[src/rtl/alu_seq_pkg.sv]
// Shared types and constants for the ALU command sequencer.
package alu_seq_pkg;

    localparam int unsigned PKG_DATA_W = 8;
    localparam int unsigned PKG_NREG   = 4;
    localparam int unsigned RSP_W      = PKG_DATA_W + 2;
    localparam int unsigned Z_BIT      = 9;
    localparam int unsigned C_BIT      = 8;

    typedef enum logic [1:0] {
        IDLE = 2'd0,
        EXEC = 2'd1,
        RESP = 2'd2
    } seq_state_e;

endpackage

[src/rtl/alu_seq_regfile.sv]
// Operand register file: two combinational read ports, one debug read port,
// one synchronous write port and a synchronous active-low clear.
module alu_seq_regfile
    import alu_seq_pkg::*;
#(
    parameter int unsigned DATA_W = PKG_DATA_W,
    parameter int unsigned NREG   = PKG_NREG,
    localparam int unsigned REG_AW = $clog2(NREG)
) (
    input  logic              clk,
    input  logic              rst_n,
    input  logic              i_we,
    input  logic [REG_AW-1:0] i_waddr,
    input  logic [DATA_W-1:0] i_wdata,
    input  logic [REG_AW-1:0] i_raddr_a,
    output logic [DATA_W-1:0] o_rdata_a_c,
    input  logic [REG_AW-1:0] i_raddr_b,
    output logic [DATA_W-1:0] o_rdata_b_c,
    input  logic [REG_AW-1:0] i_dbg_addr,
    output logic [DATA_W-1:0] o_dbg_data_c
);

    logic [DATA_W-1:0] r_regs [NREG];

    always_ff @(posedge clk) begin
        if (!rst_n) begin
            for (int i = 0; i < int'(NREG); i++) begin
                r_regs[i] <= '0;
            end
        end else if (i_we) begin
            r_regs[i_waddr] <= i_wdata;
        end
    end

    assign o_rdata_a_c  = r_regs[i_raddr_a];
    assign o_rdata_b_c  = r_regs[i_raddr_b];
    assign o_dbg_data_c = r_regs[i_dbg_addr];

endmodule

[src/rtl/alu_seq_ctrl.sv]
// Serialises ALU commands: reads operands from the register file, drives the
// external ALU from registers, writes the result back and returns {z, c, result}.
module alu_seq_ctrl
    import alu_seq_pkg::*;
#(
    parameter int unsigned DATA_W = PKG_DATA_W,
    parameter int unsigned NREG   = PKG_NREG,
    localparam int unsigned REG_AW = $clog2(NREG)
) (
    input  logic                clk,
    input  logic                rst_n,
    input  logic                cmd_valid,
    output logic                cmd_ready,
    input  logic                cmd_load,
    input  logic [1:0]          cmd_sel,
    input  logic [1:0]          cmd_shift,
    input  logic [REG_AW-1:0]   cmd_src_a,
    input  logic [REG_AW-1:0]   cmd_src_b,
    input  logic [REG_AW-1:0]   cmd_dst,
    input  logic                cmd_imm_en,
    input  logic [DATA_W-1:0]   cmd_imm,
    output logic [DATA_W-1:0]   alu_a,
    output logic [DATA_W-1:0]   alu_b,
    output logic [1:0]          alu_sel,
    output logic [1:0]          alu_load_shift,
    input  logic [DATA_W-1:0]   alu_result,
    input  logic                alu_cout,
    input  logic                alu_zout,
    output logic                rsp_valid,
    input  logic                rsp_ready,
    output logic [DATA_W+1:0]   rsp_data,
    input  logic [REG_AW-1:0]   dbg_addr,
    output logic [DATA_W-1:0]   dbg_data
);

    seq_state_e        r_state;
    logic              r_cmd_ready;
    logic              r_rsp_valid;
    logic [DATA_W+1:0] r_rsp_data;
    logic [DATA_W-1:0] r_alu_a;
    logic [DATA_W-1:0] r_alu_b;
    logic [1:0]        r_alu_sel;
    logic [1:0]        r_alu_shift;
    logic [REG_AW-1:0] r_dst;
    logic              r_c_f;
    logic              r_z_f;

    logic              w_accept;
    logic              w_we;
    logic [REG_AW-1:0] w_waddr;
    logic [DATA_W-1:0] w_wdata;
    logic [DATA_W-1:0] w_rd_a;
    logic [DATA_W-1:0] w_rd_b;

    // cmd_ready is registered, so an accept depends only on state-aligned flops.
    assign w_accept = cmd_valid && r_cmd_ready;

    // Write-back happens either on a load accept or when leaving EXEC.
    assign w_we    = (w_accept && cmd_load) || (r_state == EXEC);
    assign w_waddr = (r_state == EXEC) ? r_dst : cmd_dst;
    assign w_wdata = (r_state == EXEC) ? alu_result : cmd_imm;

    alu_seq_regfile #(
        .DATA_W (DATA_W),
        .NREG   (NREG)
    ) u_regfile (
        .clk          (clk),
        .rst_n        (rst_n),
        .i_we         (w_we),
        .i_waddr      (w_waddr),
        .i_wdata      (w_wdata),
        .i_raddr_a    (cmd_src_a),
        .o_rdata_a_c  (w_rd_a),
        .i_raddr_b    (cmd_src_b),
        .o_rdata_b_c  (w_rd_b),
        .i_dbg_addr   (dbg_addr),
        .o_dbg_data_c (dbg_data)
    );

    always_ff @(posedge clk) begin
        if (!rst_n) begin
            r_state     <= IDLE;
            r_cmd_ready <= 1'b1;
            r_rsp_valid <= 1'b0;
            r_rsp_data  <= '0;
            r_alu_a     <= '0;
            r_alu_b     <= '0;
            r_alu_sel   <= '0;
            r_alu_shift <= '0;
            r_dst       <= '0;
            r_c_f       <= 1'b0;
            r_z_f       <= 1'b0;
        end else begin
            case (r_state)
                IDLE: begin
                    if (w_accept) begin
                        r_cmd_ready <= 1'b0;
                        if (cmd_load) begin
                            r_rsp_data  <= {r_z_f, r_c_f, cmd_imm};
                            r_rsp_valid <= 1'b1;
                            r_state     <= RESP;
                        end else begin
                            r_alu_a     <= w_rd_a;
                            r_alu_b     <= cmd_imm_en ? cmd_imm : w_rd_b;
                            r_alu_sel   <= cmd_sel;
                            r_alu_shift <= cmd_shift;
                            r_dst       <= cmd_dst;
                            r_state     <= EXEC;
                        end
                    end
                end
                EXEC: begin
                    r_rsp_data  <= {alu_zout, alu_cout, alu_result};
                    r_c_f       <= alu_cout;
                    r_z_f       <= alu_zout;
                    r_rsp_valid <= 1'b1;
                    r_state     <= RESP;
                end
                RESP: begin
                    if (rsp_ready) begin
                        r_rsp_valid <= 1'b0;
                        r_cmd_ready <= 1'b1;
                        r_state     <= IDLE;
                    end
                end
                default: begin
                    r_rsp_valid <= 1'b0;
                    r_cmd_ready <= 1'b1;
                    r_state     <= IDLE;
                end
            endcase
        end
    end

    assign cmd_ready      = r_cmd_ready;
    assign rsp_valid      = r_rsp_valid;
    assign rsp_data       = r_rsp_data;
    assign alu_a          = r_alu_a;
    assign alu_b          = r_alu_b;
    assign alu_sel        = r_alu_sel;
    assign alu_load_shift = r_alu_shift;

endmodule

[config.mk]
export PLATFORM = sky130hd
export DESIGN_NAME = alu_seq_ctrl
export DESIGN_NICKNAME = d
export VERILOG_FILES = /design/src/rtl/alu_seq_pkg.sv /design/src/rtl/alu_seq_regfile.sv /design/src/rtl/alu_seq_ctrl.sv
export SDC_FILE = /design/constraint.sdc
export NUM_CORES = 1
export LEC_CHECK = 0
export BUFFER_PORTS_ARGS = -buffer_cell sky130_fd_sc_hd__buf_2
export CAP_MARGIN = 30
export CORE_MARGIN = 5
export CORE_UTILIZATION = 42
export DETAILED_ROUTE_END_ITERATION = 16
export GPL_ROUTABILITY_DRIVEN = 0
export PLACE_DENSITY = 0.62
export SLEW_MARGIN = 10
export SYNTH_ARGS = -nofsm -noshare
export SYNTH_HDL_FRONTEND = slang
export SYNTH_SLANG_ARGS = --single-unit
export TNS_END_PERCENT = 5
[constraint.sdc]
create_clock -name clk -period 3 [get_ports clk]
set_clock_uncertainty 0.15 [all_clocks]
set_input_delay 0.45 -clock clk [delete_from_list [all_inputs] [get_ports clk]]
set_output_delay 0.45 -clock clk [all_outputs]
set_load 0.02 [all_outputs]
Yosys cells after proc, flatten, opt, wreduce, memory -nomap -nowiden
Memories as Yosys holds them, arrays and structs flattened. A register that Yosys moved wholly into a read port is not among the register bits.
Index checks and enable logic that the tools add are counted.

word-level totals
  register bits after elaboration = 30
  RAM bits = 32
  output and inout bits = 40
  memories kept = 1

memory list
  name              words  bits a word  rd ports  clocked after memory_dff  wr ports  line                   source
  u_regfile.r_regs  4      8            3         1                         4         alu_seq_regfile.sv:23  logic [DATA_W-1:0] r_regs [NREG];

operators by class
  equal/unequal tests = 5
  multiplexer cells = 24
  bitwise gates (word level) = 2
  reductions and logical operators = 12

operator list
  kind                                                             number
  8-bit 2-to-1 mux                                                 3
  10-bit 2-to-1 mux                                                2
  10-bit one-hot mux with 2 select lines                           1
  3-bit AND reduction                                              4
  1-bit 2-to-1 mux                                                 10
  2-bit 2-to-1 mux                                                 5
  8-bit OR reduction                                               1
  2-bit inequality test, second input constant                     3
  1-bit one-hot mux with 3 select lines                            2
  2-bit one-hot mux with 3 select lines                            1
  2-bit by 1-bit == test with 1-bit output, second input constant  1
  2-bit == test, second input constant                             1
  1-bit logical AND                                                2
  2-bit zero test                                                  1
  1-bit NOT                                                        2
  2-bit AND reduction                                              1
  2-bit nonzero test                                               1
  1-bit zero test                                                  1
  1-bit logical OR                                                 1

Depth between registers and ports, before layout
  word-level depth = 8
  gate-level depth with buffers = 6
  depth with buffers taken out = 3

By module
Synthesis repeated with hierarchy kept, for this count alone.

second synthesis, totals
  cells, all modules = 296
  area total of the unflattened synthesis = 3693.5 um^2

by module, submodules not included
  module           times used  cells an instance  area an instance (um^2)  seq. area each (um^2)
  alu_seq_ctrl     1           189                1863.0                   760.7
  alu_seq_regfile  1           107                1830.5                   960.9

Least setup slack after synthesis
OpenSTA, ideal clock, no wires.

  path kind = input to register
  start point = input rst_n
  end point = memory u_regfile.r_regs[0][0] (netlist bit), enable pin
  library setup time = 384 ps
  arrival = 1733 ps
  required time = 2466 ps
  path slack = 733 ps
  stages = 4
  cell sequence = buf_4 and4_1 o221ai_4 o21ai_0

RTL lines
  item         line                   source
  from (decl)  alu_seq_ctrl.sv:11     input logic rst_n,
  to (decl)    alu_seq_regfile.sv:23

==> impl_metrics.csv <==
group,metric,value,unit
status,status,"completed",
clock_tree,root_buffer,"clkbuf_8",
yosys,ys_ff_latch,70,
drt,num_vias,2700,
clock_tree,clock_latency,0.35,ns
clock_tree,numClockSinks,70,
layout,drive_gt1_frac,0.415,
power_and_ir_drop,powerDensity,511,nW/um^2
drt,viasPerCell,5.70,
clock_tree,htreeDepth,3,
layout,antenna_cells,0,
timing,max_freq,410,MHz
setup_path,startpoint_type,"flip-flop",
setup_path,crit_family,"simple AND/OR/NAND/NOR gates",
timing,fin_crit_sh,0.814,
global_route,grt_max_degree,28,
yosys,synth_cell_types,47,
layout,final_cell_mix,"buf_2 (77), dfxtp_1 (38), edfxtp_1 (32), a21oi_1 (24), mux2i_1 (20)",
yosys,synthAdderAreaFrac,0,
yosys,synth_top_family_by_area,"multiplexers",
placed_design,hpwl,7400,um
drt,dr.pass1.iters,4,
setup_path,rrSetupSlack,0.56,ns
clock_tree,clk_path_buf_depth,2,
yosys,synth_mux_area_frac,0.197,
placed_design,dp_slack,0.448,ns
clock_tree,cts_tree,"built",
clock_tree,postCtsSetupBuffers,0,
floorplanning,dieArea,10800,sq um
timing,tns,0,ns
global_route,grt_pass1_vias,2822,
power_and_ir_drop,peakVddDrop,282,uV
setup_path,crit_chain,"nor2b_4, buf_4, mux2i_1, nor3_1",
yosys,async_flop_share,0,
placed_design,dp.cells,457,
clock_tree,cts_resized,0,
yosys,synth-xor-area-share,0,
layout,final_nets,397,
yosys,syn-instance-count,295,
floorplanning,core,8680,sq um
timing,slew_headroom,0.546,
timing,layout_setup_ws,0.559,ns
drt,wl_per_cell,20.4,um
yosys,synth_compound_area_frac,0.160,
yosys,yosys.area_share.simple,0.128,
drt,drt_iter0_markers,198,
floorplanning,start_util,0.429,
layout,syn2layout_area_growth,14.5,%
setup_path,cp_num_buf_inv,1,
drt,drt.antenna.violating_nets,0,
clock_tree,clk_pin_slew,0.08,ns
yosys,synth_seq_area_share,0.463,
setup_path,crit_fanout,10,
clock_tree,hold_buffers,0,
yosys,synth_edf_count,32,
layout,fin_area,4260,sq um
timing,hold_viol,0,
timing,grt_setup_unrepaired,"false",
global_route,grt_usage,0.181,
timing,period_needed,2.44,ns
run,maxCapViolCount,0,
floorplanning,ios,76,
clock_tree,cts_buffers,9,
setup_path,crit_slowest_cell,"mux2i_1",
setup_path,arrival,2.37,ns
global_route,grt_antenna_before_repair,0,
global_route,globalRoute.totalOverflow,0,
yosys,netlist_area,3720,sq um
floorplanning,die_x,104,um
yosys,ys.flop_type,"dfxtp_1",
global_route,grt_first_pass_wirelength,15500,um
power_and_ir_drop,leakagePower,1.59,nW
yosys,syn_nets,331,
timing,setup_viol,0,
placed_design,placed_cell_area,4100,sq um
setup_path,max_stage_delay,0.60,ns
yosys,yosys_warnings,0,
layout,layout_commonest_cell,"buf_2",
drt,post-route-drc-count,0,
timing,tightest_slew,0.681,ns
min_path,hold_path_class,"in -> reg",
floorplanning,rows,34,
placed_design,io_buffers,75,
yosys,syn_avg_cell_area,12.6,sq um
layout,stdcell_count,474,
drt,drt-total-wl,9650,um
floorplanning,die_h,104,um
setup_path,cp-end-kind,"flip-flop",
setup_path,worstPathRequired,2.93,ns
setup_path,critPathKind,"reg -> reg",
timing,final_max_slew_viol_count,0,
[flip-flops by register name (all words and copies together) (netlist names), 2 cells and up]
signal and count:
alu_load_shift 2, alu_sel 2, rsp_data 10, u_regfile.r_regs 32, r_state 2, alu_a 8, alu_b 8, r_dst 2
[where the power goes]
group	internal, mW	switching, mW
clock	0.293	0.360
combinational	0.165	0.257
sequential	1.06	0.0443
total	1.52	0.660
[stage by stage]
| step | total power, mW | utilization | hold slack, ns |
|---|---|---|---|
| global route | 2.26 | 0.491 | 0.191 |
| detailed placement | 1.54 | 0.472 | 0.304 |
| floorplan | 1.41 | - | 0.306 |
| CTS | 2.19 | 0.490 | 0.181 |
| finish | 2.18 | 0.491 | 0.192 |
| global placement | 1.54 | 0.472 | 0.297 |
[kinds of logic (layout without fill, tap and decap cells)]
family	after synthesis	in the layout
AO/OA/AOI/OAI	77	77
AND/OR/NAND/NOR	73	73
flip-flops	70	70
multiplexers	44	44
buffers and inverters	31	102
[area by class of cell]
class | instances | area, sq um
Timing Repair Buffer | 82 | 423
Fill cell | 838 | 4420
Multi-Input combinational cell | 194 | 1810
Clock buffer | 11 | 131
Inverter | 4 | 15.0
Sequential cell | 70 | 1720
Clock inverter | 5 | 26.3
Tap cell | 108 | 135
[cells in the mapped netlist, types with 7 or more instances]
cell type  count  share of area
edfxtp_1      32           0.26
nor3_2        17          0.046
a211oi_1      10          0.020
o21ai_0        8          0.011
nand2_1       17          0.017
dfxtp_1       38           0.20
o221a_1        7          0.021
o2bb2ai_1      9          0.021
buf_2          9          0.012
a21oi_1       24          0.032
mux2i_1       20          0.054
mux2i_4        7          0.042
nor3_1         8          0.011
a211oi_2       8          0.027
nor2_1        11          0.011
mux4_2        16          0.097
[layer usage]
metal,wire length [um],track usage,vias to the layer above,share of wire
met3,508,0.0466,11,0.053
met4,97,0.0444,0,0.010
met2,4970,0.313,77,0.51
met1,4080,0.227,1336,0.42
met5,0,0,-,0
li1,-,-,1276,-
[path summary, 6_finish.rpt]
check / end / cells past startpoint / start
min reg2reg: alu_a[1] / 2 / alu_a[1]
max: u_regfile.r_regs[1][0] / 4 / r_state[0]
max reg2reg: u_regfile.r_regs[1][0] / 4 / r_state[0]
min: cmd_ready / 2 / rst_n
Note: power is estimated with default switching activity, not from simulation.
